[config.mk]
export PLATFORM = sky130hd
export DESIGN_NAME = if_fetch_stage_flat
export DESIGN_NICKNAME = d
export VERILOG_FILES = /design/src/rtl/if_fetch_stage_if.sv /design/src/rtl/if_fetch_stage.sv /design/src/flat_wrapper.sv
export SDC_FILE = /design/constraint.sdc
export NUM_CORES = 1
export LEC_CHECK = 0
export ABC_AREA = 1
export CELL_PAD_IN_SITES_DETAIL_PLACEMENT = 1
export CELL_PAD_IN_SITES_GLOBAL_PLACEMENT = 1
export CORE_ASPECT_RATIO = 1.75
export CORE_MARGIN = 2
export CORE_UTILIZATION = 30
export CTS_CLUSTER_DIAMETER = 60
export DETAILED_ROUTE_END_ITERATION = 8
export GPL_ROUTABILITY_DRIVEN = 0
export PLACE_DENSITY_LB_ADDON = 0.05
export SLEW_MARGIN = 0
export SYNTH_ARGS = -nofsm -noshare
export SYNTH_HDL_FRONTEND = slang
export SYNTH_SLANG_ARGS = --single-unit
export TNS_END_PERCENT = 100
[constraint.sdc]
create_clock -name clk -period 3.5 [get_ports clk]
set_input_delay 0.35 -clock clk [delete_from_list [all_inputs] [get_ports clk]]
set_output_delay 0.35 -clock clk [all_outputs]
set_load 0.02 [all_outputs]
[src/rtl/if_fetch_stage_if.sv]
// Bundle of every signal between the IF stage and its neighbours: stall/redirect from
// the pipeline, the instruction SRAM request and the IF->ID bus.
interface if_fetch_stage_if #(
    parameter int IF_TO_ID_WD = 33,
    parameter int BR_WD       = 33,
    parameter int STALL_WD    = 6
);
    logic [STALL_WD-1:0]    stall;
    logic                   flush;
    logic [31:0]            flush_pc;
    logic [BR_WD-1:0]       br_bus;
    logic [IF_TO_ID_WD-1:0] if_to_id_bus;
    logic                   inst_sram_en;
    logic [3:0]             inst_sram_wen;
    logic [31:0]            inst_sram_addr;
    logic [31:0]            inst_sram_wdata;
    logic                   fetch_adel;
    logic [31:0]            fetch_badvaddr;

    // The fetch stage itself.
    modport master (
        input  stall, flush, flush_pc, br_bus,
        output if_to_id_bus, inst_sram_en, inst_sram_wen, inst_sram_addr,
               inst_sram_wdata, fetch_adel, fetch_badvaddr
    );

    // The surrounding pipeline / memory side.
    modport slave (
        output stall, flush, flush_pc, br_bus,
        input  if_to_id_bus, inst_sram_en, inst_sram_wen, inst_sram_addr,
               inst_sram_wdata, fetch_adel, fetch_badvaddr
    );
endinterface

[src/rtl/if_fetch_stage.sv]
// MIPS instruction-fetch stage: owns the PC, issues SRAM reads and remembers a branch
// target that arrived while the PC was frozen.
module if_fetch_stage #(
    parameter logic [31:0] RESET_PC = 32'hBFC0_0000
) (
    input  logic              clk,
    input  logic              rst,
    if_fetch_stage_if.master  bus
);
    localparam logic STOP = 1'b1;

    logic [31:0] pc_r;
    logic        ce_r;
    logic        pend_valid_r;
    logic [31:0] pend_addr_r;

    logic        br_e_s;
    logic [31:0] br_addr_s;
    logic        stop_s;
    logic [31:0] next_pc_s;
    logic        misaligned_s;
    logic        unused_stall_s;

    function automatic logic is_misaligned(input logic [31:0] addr);
        return (addr[1:0] != 2'b00);
    endfunction

    assign br_e_s         = bus.br_bus[32];
    assign br_addr_s      = bus.br_bus[31:0];
    assign stop_s         = bus.stall[0];
    assign unused_stall_s = ^bus.stall[5:1];

    // Next-PC selection: flush, then live branch, then remembered branch, then sequential.
    always_comb begin
        next_pc_s = pc_r + 32'd4;
        if (bus.flush) begin
            next_pc_s = bus.flush_pc;
        end else if (br_e_s) begin
            next_pc_s = br_addr_s;
        end else if (pend_valid_r) begin
            next_pc_s = pend_addr_r;
        end else begin
            next_pc_s = pc_r + 32'd4;
        end
    end

    // PC, fetch-enable and pending-redirect registers.
    always_ff @(posedge clk) begin
        if (rst) begin
            pc_r         <= RESET_PC - 32'd4;
            ce_r         <= 1'b0;
            pend_valid_r <= 1'b0;
            pend_addr_r  <= 32'd0;
        end else begin
            ce_r <= 1'b1;
            if (bus.flush) begin
                pc_r         <= bus.flush_pc;
                pend_valid_r <= 1'b0;
            end else if (stop_s != STOP) begin
                pc_r         <= next_pc_s;
                pend_valid_r <= 1'b0;
            end else if (br_e_s) begin
                // A newer redirect replaces any older remembered one.
                pend_valid_r <= 1'b1;
                pend_addr_r  <= br_addr_s;
            end else begin
                pend_valid_r <= pend_valid_r;
                pend_addr_r  <= pend_addr_r;
            end
        end
    end

    // Request and status outputs; a misaligned PC becomes a bubble plus an address error.
    always_comb begin
        misaligned_s        = is_misaligned(pc_r);
        bus.inst_sram_addr  = pc_r;
        bus.inst_sram_en    = ce_r & ~misaligned_s;
        bus.inst_sram_wen   = 4'b0000;
        bus.inst_sram_wdata = 32'd0;
        bus.if_to_id_bus    = {ce_r & ~misaligned_s, pc_r};
        bus.fetch_adel      = ce_r & misaligned_s;
        if (ce_r & misaligned_s) begin
            bus.fetch_badvaddr = pc_r;
        end else begin
            bus.fetch_badvaddr = 32'd0;
        end
    end
endmodule

[src/flat_wrapper.sv]
// flat-port wrapper written by rule: the top's interface ports become plain ports
module if_fetch_stage_flat 
#(
    parameter logic [31:0] RESET_PC = 32'hBFC0_0000
)
  (clk, rst, bus_stall, bus_flush, bus_flush_pc, bus_br_bus, bus_if_to_id_bus, bus_inst_sram_en, bus_inst_sram_wen, bus_inst_sram_addr, bus_inst_sram_wdata, bus_fetch_adel, bus_fetch_badvaddr);
  if_fetch_stage_if bus_i ();
  input  logic clk;
  input  logic rst;
  input wire logic [$bits(bus_i.stall)-1:0] bus_stall;
  input wire logic [$bits(bus_i.flush)-1:0] bus_flush;
  input wire logic [$bits(bus_i.flush_pc)-1:0] bus_flush_pc;
  input wire logic [$bits(bus_i.br_bus)-1:0] bus_br_bus;
  output wire logic [$bits(bus_i.if_to_id_bus)-1:0] bus_if_to_id_bus;
  output wire logic [$bits(bus_i.inst_sram_en)-1:0] bus_inst_sram_en;
  output wire logic [$bits(bus_i.inst_sram_wen)-1:0] bus_inst_sram_wen;
  output wire logic [$bits(bus_i.inst_sram_addr)-1:0] bus_inst_sram_addr;
  output wire logic [$bits(bus_i.inst_sram_wdata)-1:0] bus_inst_sram_wdata;
  output wire logic [$bits(bus_i.fetch_adel)-1:0] bus_fetch_adel;
  output wire logic [$bits(bus_i.fetch_badvaddr)-1:0] bus_fetch_badvaddr;
  assign bus_i.stall = bus_stall;
  assign bus_i.flush = bus_flush;
  assign bus_i.flush_pc = bus_flush_pc;
  assign bus_i.br_bus = bus_br_bus;
  assign bus_if_to_id_bus = bus_i.if_to_id_bus;
  assign bus_inst_sram_en = bus_i.inst_sram_en;
  assign bus_inst_sram_wen = bus_i.inst_sram_wen;
  assign bus_inst_sram_addr = bus_i.inst_sram_addr;
  assign bus_inst_sram_wdata = bus_i.inst_sram_wdata;
  assign bus_fetch_adel = bus_i.fetch_adel;
  assign bus_fetch_badvaddr = bus_i.fetch_badvaddr;
  if_fetch_stage #(.RESET_PC(RESET_PC)) u_core (.clk(clk), .rst(rst), .bus(bus_i));
endmodule
==> metrics <==
worst hold path class register to register; post-DR wirelength/cell 18.21 um; Final Cell Area 0.006560 sq mm; CTS Buf Count 9; Die Wd 99.25 um; Worst path most repeated cell inv_1; largest net degree at the start of global routing 43; Via Count 5448; Power, Total 2.774 mW; Worst path slowest cell clkdlybuf4s50_1; layout cells sized above 1 0.05843; crit end category output pin; CP bufs+invs 4; Yosys reg bits 66; Setup violations, final 0; DR pass1 iterations 4; final hold viol count 0; WHS 0.4512 ns; Overflow after GRT 0; PD cells 422.9 mW/mm^2; die area 0.01694 sq mm; Max Freq 388.0 MHz; # DRC 0; fin crit share 0.7364; worst skew pair latency 0.34 ns; worst setup margin 0.9227 ns; MaxCap Viol Count 0; First DRT Iteration DRCs 130; CP max FO 30; worst path required time 3.15 ns; maximum VDD drop 0.1969 mV; crit path launch type register; commonest non-fill, non-tap cells in the layout 177 x nand2_1, 167 x clkdlybuf4s50_1, 94 x nor2_1; CP delay by family, top buffers and inverters; core area 0.01572 sq mm; routed vias/inst 4.971; non-filler cells in the finished layout 1096; vias in the first global route 5733; GR Util All Layers 0.2341; Synth async-reset ratio 0; clk_skew 0.006630 ns; most common cell after layout, fill and taps aside nand2_1; Die H 170.7 um; Final #Nets 977; Synth Flop Type dfxtp_1; RSZ-0062 raised after global routing false; Tmin final 2.577 ns; Layout area overhead 37.72%; Critical Path Stages 6; initial antenna violation count 0; Port Buffer Count 167; Boundary Pins 209; EDFF count, synth 0; clk slew on worst S/H paths 0.06 ns; ant diodes 0; R2R cell count 10; Area after DPL 0.006231 sq mm; H-Tree Depth 3; Hold Path Depth 2; Mapped Cells 780; DP Cell Count 1080; Worst Max-Slew Pin Slew 0.9788 ns; Cell variety after synth 35; CP peak stage delay 0.63 ns; sequential fraction of the synthesis area 0.2774; Final Util 0.4172; hpwl dp 15330 um; post-cts resize count 0; Post-CTS Setup Bufs 0; worst rel slew slack 0.3468; DRT Wirelength 19960 um; DP Worst Slack 0.6877 ns; initial core utilization 0.3030; row cnt 61; TritonCTS clock tree yes; clk root buf clkbuf_16; status finished, final reports clean; Worst Path Class, Setup register to output pin; Fin Setup TNS 0 ns; post-route ant nets 0; Syn Area/Cell 6.107 sq um; Pleak 3.016 nW; CTS Sinks 66; max-slew violations 0; arrival time at the worst endpoint 2.23 ns; cts hold-fix bufs 0; post-synthesis cell area 0.004763 sq mm; warnings from Yosys 0; CP cell instances inv_1, a21oi_1, inv_1, buf_4, nor2_1, clkdlybuf4s50_1; clock buffer depth 2; first-pass GRT wire length 30660 um
logic make-up after synthesis:
family	Yosys count	synth area share
flip-flops	66	0.2774
other	1	0.0007873
AND/OR/NAND/NOR	349	0.3097
adder cells (fa/ha/maj)	1	0.002626
buffers and inverters	196	0.2122
AO/OA/AOI/OAI	167	0.1973
state kept, by name, indices dropped and copies added (netlist names):
register and count:
u_core.pend_valid_r 1, u_core.pend_addr_r 32, u_core.bus.inst_sram_addr 32, u_core.ce_r 1
worst paths after layout:
check                                                     end                         start  slack (ns)
worst min-delay path                   u_core.pend_addr_r[20]        u_core.pend_addr_r[20]        0.45
worst max-delay path                   bus_fetch_badvaddr[22]  u_core.bus.inst_sram_addr[0]        0.92
worst min register to register         u_core.pend_addr_r[20]        u_core.pend_addr_r[20]        0.45
worst max register to register  u_core.bus.inst_sram_addr[14]  u_core.bus.inst_sram_addr[3]        1.49
cell type report:
cell class / instances / area, sq um
fillers: 2094 / 9163
flip-flops and latches: 66 / 1321
well taps: 189 / 236.5
inverters: 93 / 349.1
multi-input cells: 553 / 2562
clock inverters: 6 / 90.09
repair buffers: 179 / 1762
clock buffers: 10 / 239.0
per-layer routing:
layer,share of wire,global-route usage
met4,0.037,0.1024
met3,0.040,0.03391
met5,0,0
met2,0.55,0.4551
met1,0.37,0.2430
power by group:
group	total (mW)	leakage [nW]	switching (mW)	internal (mW)
Combinational	0.877	2.31	0.528	0.349
Sequential	0.875	0.544	0.0749	0.801
Clock	1.02	0.159	0.377	0.645
Total	2.77	3.02	0.980	1.79
synthesized netlist by cell type, types with 3 or more instances:
cell type | n | share of area
buf_2 | 7 | 0.0074
nor2_1 | 94 | 0.074
o32ai_1 | 5 | 0.0092
or2_2 | 3 | 0.0039
o211ai_1 | 5 | 0.0079
nand2_2 | 4 | 0.0053
nor3_1 | 3 | 0.0032
buf_4 | 71 | 0.11
clkbuf_1 | 23 | 0.018
o21ai_1 | 3 | 0.0032
nand4_1 | 3 | 0.0039
o21bai_1 | 4 | 0.0063
inv_1 | 89 | 0.070
inv_2 | 4 | 0.0032
nor2_2 | 6 | 0.0079
dfxtp_1 | 66 | 0.28
nand2_1 | 177 | 0.14
a21oi_1 | 63 | 0.066
nand3_1 | 51 | 0.054
a211oi_1 | 6 | 0.0095
a221oi_1 | 5 | 0.0092
o21ai_0 | 66 | 0.069
nor2_4 | 5 | 0.012
worst register-to-register path, cell delays in order, from the launching register on:
cell and delay [ns]:
dfxtp_1 0.51, ha_1 0.34, nand3_2 0.15, inv_2 0.13, nand2_4 0.11, nor2_4 0.18, nand3_1 0.12, o211ai_1 0.13
nand2_1 0.09, nand3_1 0.08, nand2_1 0.05
Note: power is estimated with default switching activity, not from simulation.
